### src/rtl/dlau_ctrl.sv
// dlau_ctrl: job sequencer for the DLAU tile pipeline.
//
// A job runs num_tiles tiles. For each tile the TMMU operand RAM is loaded for
// TILE cycles, the controller waits for the TMMU result and pushes it into the
// result FIFO (stalling on fifo_full). Once every tile is pushed, the FIFO is
// drained into the PSAU one entry per pop, then a one-cycle done pulse ends the job.
//
// Ports
//   clk, reset_n            clock, asynchronous active-low reset
//   start, num_tiles        job request; num_tiles latched when start is accepted
//   tmmu_valid              TMMU result ready (only honoured while waiting)
//   fifo_full, fifo_empty   result FIFO status
//   ram_enable              operand RAM load enable (registered)
//   reset_tmmu, reset_psau  synchronous clear pulses (registered)
//   fifo_wr                 FIFO push strobe (combinational on fifo_full)
//   fifo_rd, store_psau     FIFO pop / PSAU accumulate (combinational on fifo_empty)
//   tile_idx                tile in progress (registered)
//   busy, done              job active / completion pulse (registered)
//
// state   | meaning
// --------+-------------------------------------------------------------
// S_IDLE  | no job; waiting for start
// S_CLR   | one-cycle clear of TMMU and PSAU, counters zeroed
// S_LOAD  | ram_enable for TILE beats
// S_WAIT  | all strobes low until tmmu_valid
// S_PUSH  | write TMMU result into FIFO, hold while fifo_full
// S_DRAIN | pop FIFO into PSAU while not empty until N pops
// S_DONE  | one-cycle done pulse
module dlau_ctrl #(
   parameter int WIDTH = 16,
   parameter int TILE  = 32,
   parameter int CNT_W = 8
) (
   input  logic             clk,
   input  logic             reset_n,
   input  logic             start,
   input  logic [CNT_W-1:0] num_tiles,
   input  logic             tmmu_valid,
   input  logic             fifo_full,
   input  logic             fifo_empty,
   output logic             ram_enable,
   output logic             reset_tmmu,
   output logic             reset_psau,
   output logic             fifo_wr,
   output logic             fifo_rd,
   output logic             store_psau,
   output logic [CNT_W-1:0] tile_idx,
   output logic             busy,
   output logic             done
);

   // WIDTH only travels with the datapath; nothing here depends on it.
   if (WIDTH < 1) begin : g_width_chk
   end

   localparam int                BEAT_W    = (TILE > 1) ? $clog2(TILE) : 1;
   localparam logic [BEAT_W-1:0] BEAT_LAST = BEAT_W'(TILE - 1);
   localparam logic [BEAT_W-1:0] BEAT_ONE  = BEAT_W'(1);
   localparam logic [CNT_W-1:0]  CNT_ONE   = CNT_W'(1);

   typedef enum logic [2:0] {
      S_IDLE, S_CLR, S_LOAD, S_WAIT, S_PUSH, S_DRAIN, S_DONE
   } state_t;

   state_t            state_q, state_d;
   logic [CNT_W-1:0]  n_q, n_d;
   logic [CNT_W-1:0]  tile_idx_q, tile_idx_d;
   logic [CNT_W-1:0]  rd_cnt_q, rd_cnt_d;
   logic [BEAT_W-1:0] beat_q, beat_d;
   logic              ram_enable_q, ram_enable_d;
   logic              reset_tmmu_q, reset_tmmu_d;
   logic              reset_psau_q, reset_psau_d;
   logic              busy_q, busy_d;
   logic              done_q, done_d;

   // Strobes gated by the FIFO flags in the same cycle so a full or empty
   // FIFO is never written or read; PUSH and DRAIN are exclusive states.
   assign fifo_wr    = (state_q == S_PUSH)  && !fifo_full;
   assign fifo_rd    = (state_q == S_DRAIN) && !fifo_empty;
   assign store_psau = fifo_rd;

   always_comb begin
      state_d      = state_q;
      n_d          = n_q;
      tile_idx_d   = tile_idx_q;
      rd_cnt_d     = rd_cnt_q;
      beat_d       = beat_q;
      reset_tmmu_d = 1'b0;
      unique case (state_q)
         S_IDLE: begin
            if (start) begin
               if (num_tiles != '0) begin
                  n_d     = num_tiles;
                  state_d = S_CLR;
               end else begin
                  state_d = S_DONE;
               end
            end
         end
         S_CLR: begin
            tile_idx_d = '0;
            rd_cnt_d   = '0;
            beat_d     = '0;
            state_d    = S_LOAD;
         end
         S_LOAD: begin
            if (beat_q == BEAT_LAST) begin
               beat_d  = '0;
               state_d = S_WAIT;
            end else begin
               beat_d = beat_q + BEAT_ONE;
            end
         end
         S_WAIT: begin
            if (tmmu_valid) state_d = S_PUSH;
         end
         S_PUSH: begin
            if (fifo_wr) begin
               if (tile_idx_q == n_q - CNT_ONE) begin
                  state_d = S_DRAIN;
               end else begin
                  tile_idx_d   = tile_idx_q + CNT_ONE;
                  reset_tmmu_d = 1'b1;
                  state_d      = S_LOAD;
               end
            end
         end
         S_DRAIN: begin
            if (fifo_rd) begin
               rd_cnt_d = rd_cnt_q + CNT_ONE;
               if (rd_cnt_q == n_q - CNT_ONE) state_d = S_DONE;
            end
         end
         S_DONE: state_d = S_IDLE;
         default: state_d = S_IDLE;
      endcase
      if (state_d == S_CLR) reset_tmmu_d = 1'b1;
   end

   // Registered outputs are decoded from the next state so they line up
   // with the state they describe.
   assign ram_enable_d = (state_d == S_LOAD);
   assign reset_psau_d = (state_d == S_CLR);
   assign busy_d       = (state_d != S_IDLE);
   assign done_d       = (state_d == S_DONE);

   always_ff @(posedge clk or negedge reset_n) begin
      if (!reset_n) begin
         state_q      <= S_IDLE;
         n_q          <= '0;
         tile_idx_q   <= '0;
         rd_cnt_q     <= '0;
         beat_q       <= '0;
         ram_enable_q <= 1'b0;
         reset_tmmu_q <= 1'b0;
         reset_psau_q <= 1'b0;
         busy_q       <= 1'b0;
         done_q       <= 1'b0;
      end else begin
         state_q      <= state_d;
         n_q          <= n_d;
         tile_idx_q   <= tile_idx_d;
         rd_cnt_q     <= rd_cnt_d;
         beat_q       <= beat_d;
         ram_enable_q <= ram_enable_d;
         reset_tmmu_q <= reset_tmmu_d;
         reset_psau_q <= reset_psau_d;
         busy_q       <= busy_d;
         done_q       <= done_d;
      end
   end

   assign ram_enable = ram_enable_q;
   assign reset_tmmu = reset_tmmu_q;
   assign reset_psau = reset_psau_q;
   assign tile_idx   = tile_idx_q;
   assign busy       = busy_q;
   assign done       = done_q;

endmodule

### config.mk
export PLATFORM = sky130hd
export DESIGN_NAME = dlau_ctrl
export DESIGN_NICKNAME = d
export VERILOG_FILES = /design/src/rtl/dlau_ctrl.sv
export SDC_FILE = /design/constraint.sdc
export NUM_CORES = 1
export LEC_CHECK = 0
export BUFFER_PORTS_ARGS = -buffer_cell sky130_fd_sc_hd__buf_4
export CORE_MARGIN = 2
export CORE_UTILIZATION = 50
export CTS_BUF_LIST = sky130_fd_sc_hd__clkbuf_16
export DETAILED_ROUTE_END_ITERATION = 8
export GPL_ROUTABILITY_DRIVEN = 0
export PLACE_DENSITY = 0.81
export SLEW_MARGIN = 10
export SYNTH_ARGS = -nofsm -noshare
export SYNTH_HDL_FRONTEND = slang
export SYNTH_SLANG_ARGS = --single-unit
### constraint.sdc
create_clock -name clk -period 3 [get_ports clk]
set_input_delay 0.3 -clock clk [delete_from_list [all_inputs] [get_ports clk]]
set_output_delay 0.3 -clock clk [all_outputs]
set_load 0.03 [all_outputs]
==> out/metrics.cfg, run 1 <==
[drt]
routedWlPerCell_um = 15.8
viasPerCell = 5.89
drt_wl_total_mm = 5.82
postRouteAntennaNets = 0
dr.first_iter.drc_count = 177
drc = 0
first_pass_iters = 4
vias = 2167

[global_routing]
grt_use_met3 = 0.0535
grt_usage = 0.240
overflow = 0
grt_max_degree = 38
use_met1 = 0.332
grt_pass1_vias = 2091
grtUsageMet2 = 0.369
grt_pass1_wl_mm = 10.0
antenna_found_initial = 0
busiest_layer = met2

[setup_path]
cp_cell_sequence = inv_1, ha_1, nor4b_2, a2111oi_0, or3b_1, o211ai_2, nor2_2, o311a_1, a221o_1
critPathLaunch = n_q[0]
end_kind = flip-flop
slowest_delay_ns = 0.47
path_class = flip-flop to flip-flop
critPathMaxFanout = 11
slowest_stage = dfrtp_1
critical_path_required_ns = 3.16
r2r_start = n_q[0]
critPathLaunchType = flip-flop
worstPathArrival_ns = 2.86

[power]
leakage_uw = 0.00120
power_frac_clock = 0.209
max-vdd-ir-drop_v = 0.000377
seqPwrFrac = 0.334
p_sw_frac = 0.430
power_frac_comb = 0.457
p_int_uw = 1600
power_density_nw_per_um2 = 979
p_switching_uw = 1210

[sta]
setup_viol = 0
period_share = 0.901
rsz0062_at_grt = false
timing.final.crit_period_ns = 2.70
fmax_mhz = 370
slew_headroom = 0.623
whs_ns = 0.258
finClkSkew_ns = 0.00430
tns_ns = 0
tightest_slew_ns = 0.561
hold_viol = 0
slew_viol_final = 0

[clock_tree]
cts_tree = done
clockBufferDepth = 2
clk_latency_ns = 0.28
cts_sinks = 37
cts.htree.levels = 2
path_clk_slew_ns = 0.06
clock-root-buffer = clkbuf_16
cts_made_buffers = 5
post_cts_buffers = 0

[die]
fp.coreArea_sq_um = 4720
dieArea_sq_um = 5460
fp-row-count = 25
fp.dieW_um = 73.9
initial_core_util = 0.518
fp.dieH_um = 73.9
io_pins = 30

[placed_design]
io_buffers = 29
hpwl_mm = 4.16

[layout]
final_layout_size_suffix_gt1_frac = 0.209
fin_nets = 319
n_antenna_cell = 0
multi_input_area_sq_um = 1400
synthToLayoutAreaGrowth_pct = 17.1
regArea_sq_um = 926
fill_cells = 411

[synthesis]
yosysSeqAreaShare = 0.379
ys_types = 62
yosysWarningCount = 0
synthCells = 276
synth_ff_type = dfrtp_1
synth_nets = 295
syn_avg_cell_area_sq_um = 8.86
async_flop_share = 1.00
synth.cell_area_sq_um = 2440
synth_seq_cells = 37
synth-edff-count = 0

[run]
drv_cap = 0

[hold_path]
hp-class = input port to flip-flop
min_from = num_tiles[0]

[outcome]
status = completed

==> flip-flops by register name, summed over array words and instances, names as in the netlist <==
signal / cells
beat_q: 5
rd_cnt_q: 8
n_q: 8
reset_tmmu: 1
tile_idx: 8
busy: 1
state_q: 3
done: 1
reset_psau: 1
ram_enable: 1
==> cell usage after synthesis (all sizes together), types with 3 or more instances <==
cell    count  area, sq um
a31oi       5         31.3
or3         8         60.1
nor3        8         40.0
o21ai      27          135
xnor2       8         70.1
nand3      12         60.1
dfrtp      37          926
nor2       24         92.6
nand4       6         43.8
nand2b      8         50.1
xor2       10         87.6
buf         5         45.0
nor4        3         18.8
or2         4         25.0
a21oi      11         58.8
ha          5         62.6
nor2b       3         18.8
o211ai      5         42.5
inv        10         37.5
mux2        6         67.6
clkbuf     11         42.5
nand2      21         78.8
==> metal layers <==
| layer | share of wire | up-vias |
|---|---|---|
| li1 | - | 1047 |
| met4 | 0.012 | 0 |
| met2 | 0.48 | 71 |
| met5 | 0 | - |
| met3 | 0.059 | 8 |
| met1 | 0.45 | 1041 |
==> kinds of logic after synthesis <==
family | Yosys count | synth area share
and+or+nand+nor | 109 | 0.239
AOI/OAI and AO/OA | 73 | 0.208
DFF | 37 | 0.379
buffers and inverters | 27 | 0.0527
xor gates and xnor gates | 18 | 0.0645
muxes | 7 | 0.0317
adders and majority gates | 5 | 0.0256
==> cells in the final DEF, fill, tap and decap left out, drive strengths merged, types with 2 or more instances in the layout <==
| cell | Yosys | routed |
|---|---|---|
| nand2 | 21 | 21 |
| a22oi | 2 | 2 |
| clkbuf | 11 | 5 |
| xnor2 | 8 | 8 |
| a21oi | 11 | 11 |
| nor4 | 3 | 3 |
| clkinv | 1 | 2 |
| xor2 | 10 | 10 |
| a31oi | 5 | 5 |
| o211ai | 5 | 5 |
| o21ai | 27 | 27 |
| nor2b | 3 | 3 |
| inv | 10 | 10 |
| a2111oi | 2 | 2 |
| nand2b | 8 | 8 |
| buf | 5 | 32 |
| nor4b | 2 | 2 |
| and2 | 2 | 2 |
| nor3 | 8 | 8 |
| nand4 | 6 | 6 |
| or2 | 4 | 4 |
| dfrtp | 37 | 37 |
| o311a | 2 | 2 |
| or3 | 8 | 8 |
| a21o | 2 | 2 |
| nand3 | 12 | 12 |
| ha | 5 | 5 |
| o31a | 2 | 2 |
| nor2 | 24 | 24 |
| a31o | 2 | 2 |
| or4 | 2 | 2 |
| mux2 | 6 | 6 |
==> critical path: cells and delay by family (launching register included) <==
family / cells / cell delay [ns]
AOI/OAI and AO/OA: 4 / 0.87
adders and majority gates: 1 / 0.27
buffers and inverters: 1 / 0.11
DFF: 1 / 0.47
and+or+nand+nor: 3 / 0.84
==> path summary, 6_finish.rpt <==
path                       depth (start not counted)          end  slack [ns]
max                                                9  tile_idx[4]        0.30
min                                                3       n_q[0]        0.26
max reg2reg                                        9  tile_idx[4]        0.30
min reg2reg                                        2    beat_q[4]        0.53
max in group asynchronous                          2  tile_idx[7]        2.14
min in group asynchronous                          2       n_q[3]        0.52
==> layout make-up <==
class,count,area share
Clock buffer,5,0.0437
Clock inverter,3,0.0144
Inverter,11,0.0144
Multi-Input combinational cell,212,0.488
Sequential cell,37,0.323
Tap cell,67,0.0293
Timing Repair Buffer,33,0.0874
==> power by group through the flow <==
stage               sequential, uW  clock, uW  combinational, uW
floorplan                      902          0                969
global placement               921          0               1230
detailed placement             928          0               1260
CTS                            927        596               1270
global route                   969        617               1410
finish                         938        585               1280
==> metrics by stage <==
| step | setup WS, ns | total power [uW] | cell area, sq um | util | cells |
|---|---|---|---|---|---|
| after floorplan | 0.524 | 1870 | 2440 | - | 276 |
| after global placement | 0.352 | 2150 | 2680 | 0.568 | 359 |
| after detailed placement | 0.254 | 2190 | 2680 | 0.568 | 359 |
| after CTS | 0.222 | 2800 | 2860 | 0.605 | 368 |
| after global routing | 0.00867 | 3000 | 2860 | 0.606 | 368 |
| final | 0.297 | 2800 | 2860 | 0.606 | 368 |
==> what timing repair did <==
item | CTS | global route
gates resized for setup | 0 | 1
setup endpoints to repair | 0 | 1
hold buffers | 1 | 0
endpoints found under the hold margin | 29 | 0
Note: power is estimated with default switching activity, not from simulation.
==> run 2: changes to the inputs <==
==> constraint.sdc (replaced) <==
create_clock -name clk -period 3.4 [get_ports clk]
set_input_delay 0.34 -clock clk [delete_from_list [all_inputs] [get_ports clk]]
set_output_delay 0.34 -clock clk [all_outputs]
set_load 0.03 [all_outputs]
==> run 2 against run 1 <==
Sequential power is 9.6% lower. Non-clock buffer count is 2 lower. Sequential cell count stayed put. Clock skew is 0.0021 ns higher. Clock power is 11% lower. Die area stayed put. Critical path type unchanged.
==> out/metrics.cfg, run 2 (synthesis results as in run 1) <==
[outcome]
status = completed

[global_routing]
antenna_found_initial = 0  ; unchanged
grt_max_degree = 38  ; unchanged
grt_pass1_wl_mm = 10.2  ; +2.0%
grt_pass1_vias = 2159  ; +3.3%
busiest_layer = met2
grtUsageMet2 = 0.388  ; +0.0188
use_met1 = 0.325  ; -0.00781
grt_use_met3 = 0.0480  ; -0.00549
overflow = 0  ; unchanged
grt_usage = 0.246  ; +0.00593

[die]
fp-row-count = 25  ; unchanged
dieArea_sq_um = 5460  ; unchanged
fp.dieH_um = 73.9  ; unchanged
fp.dieW_um = 73.9  ; unchanged
fp.coreArea_sq_um = 4720  ; unchanged
io_pins = 30  ; unchanged
initial_core_util = 0.518  ; unchanged

[drt]
drt_wl_total_mm = 6.13  ; +5.4%
vias = 2219  ; +2.4%
dr.first_iter.drc_count = 228  ; +29%
postRouteAntennaNets = 0  ; unchanged
viasPerCell = 6.06  ; +3.0%
routedWlPerCell_um = 16.8  ; +6.0%
first_pass_iters = 5  ; +1
drc = 0  ; unchanged

[power]
p_sw_frac = 0.437  ; +0.00669
power_frac_comb = 0.448  ; -0.009
p_int_uw = 1400  ; -12%
power_density_nw_per_um2 = 875  ; -11%
power_frac_clock = 0.211  ; +0.002
p_switching_uw = 1090  ; -10%
max-vdd-ir-drop_v = 0.000477  ; +27%
seqPwrFrac = 0.341  ; +0.007
leakage_uw = 0.00119  ; -0.83%

[layout]
final_layout_size_suffix_gt1_frac = 0.204  ; -0.00529
synthToLayoutAreaGrowth_pct = 16.2
n_antenna_cell = 0  ; unchanged
fin_nets = 317  ; -0.63%
final_util = 0.601  ; -0.00503
mostFrequentLayoutCell = dfrtp_1
layout_common_cells = 37 x dfrtp_1, 31 x buf_4, 27 x o21ai_0

[setup_path]
critical_path_required_ns = 3.56  ; +0.40 ns
path_class = flip-flop to flip-flop
critPathLaunchType = flip-flop
worstPathArrival_ns = 3.15  ; +0.29 ns
end_kind = flip-flop
critPathMaxFanout = 11  ; unchanged

[sta]
setup_viol = 0  ; unchanged
hold_viol = 0  ; unchanged
tns_ns = 0  ; unchanged
fmax_mhz = 334  ; -9.6%
slew_viol_final = 0  ; unchanged
tightest_slew_ns = 0.585  ; +0.0234 ns
period_share = 0.880  ; -0.0212
slew_headroom = 0.607  ; -0.0157
setup_slack_ns = 0.409  ; +0.112 ns
finClkSkew_ns = 0.00640  ; +0.00210 ns
rsz0062_at_grt = false
timing.final.crit_period_ns = 2.99  ; +0.288 ns

[clock_tree]
post_cts_buffers = 0  ; unchanged
post_cts_resize_count = 0  ; unchanged
clock-root-buffer = clkbuf_16
cts_made_buffers = 5  ; unchanged
cts_tree = done
cts.htree.levels = 2  ; unchanged
clockBufferDepth = 2  ; unchanged
path_clk_slew_ns = 0.06  ; about the same
cts.hold.buffers_added = 0  ; -1
cts_sinks = 37  ; unchanged
clk_latency_ns = 0.28  ; about the same

[hold_path]
hp-class = input port to asynchronous set/reset pin

[run]
drv_cap = 0  ; unchanged

[placed_design]
hpwl_mm = 4.31  ; +3.5%
post-place-ws_ns = 0.623  ; +0.369 ns
io_buffers = 29  ; unchanged

[run 2: cell types whose count changed in the layout (fill, tap and decap cells not counted)]
cell           previous run  this run
buf_4                    32        31
dlygate4sd3_1             1         0
nor4b_1                   1         2
nor4b_2                   1         0
[run 2: cell type report]
| cell class | instances | area, sq um |
|---|---|---|
| fill | 394 | 1880 |
| multi-input combinational | 212 | 1390 |
| sequential | 37 | 926 |
| timing repair buffer | 31 | 233 |
| clock buffer | 5 | 125 |
| tap | 67 | 83.8 |
| clock inverter | 3 | 41.3 |
| inverter | 11 | 41.3 |
[run 2: metrics by stage]
step	area, sq um	total power (uW)	std cells	hold slack, ns
after global placement	2670	1890	358	0.332
after global routing	2840	2660	366	0.0531
after floorplan	2440	1650	276	0.0444
final	2840	2490	366	0.0170
after detailed placement	2670	1930	358	0.339
after CTS	2840	2470	366	0.0353
[run 2: worst paths after layout]
path                               from           to  slack [ns]  cells past startpoint
setup / recovery                 n_q[0]  tile_idx[4]        0.41                      9
hold / removal                  reset_n       n_q[3]        0.02                      1
setup reg to reg                 n_q[0]  tile_idx[4]        0.41                      9
hold reg to reg               beat_q[4]    beat_q[4]        0.52                      2
max in group asynchronous       reset_n  tile_idx[2]        3.05                      1
min in group clk           num_tiles[5]       n_q[5]        0.30                      3
[run 2: metal layers]
| layer | wire, um | vias to the layer above |
|---|---|---|
| li1 | - | 1040 |
| met1 | 2730 | 1077 |
| met2 | 2950 | 92 |
| met3 | 356 | 10 |
| met4 | 99 | 0 |
| met5 | 0 | - |
[run 2: power by group through the flow]
stage / clock network [uW] / logic (uW) / registers [uW]
2_1_floorplan: 0 / 855 / 796
3_3_place_gp: 0 / 1060 / 831
3_5_place_dp: 0 / 1090 / 841
4_1_cts: 530 / 1110 / 835
5_1_grt: 549 / 1230 / 873
6_report: 523 / 1110 / 848
[run 2: critical path: stages, from the launching register on]
cell       delay [ns]
dfrtp_1          0.46
inv_1            0.11
ha_1             0.28
nor4b_1          0.48
a2111oi_0        0.17
or3b_1           0.42
o211ai_2         0.14
nor2_2           0.17
o311a_1          0.37
a221o_1          0.26
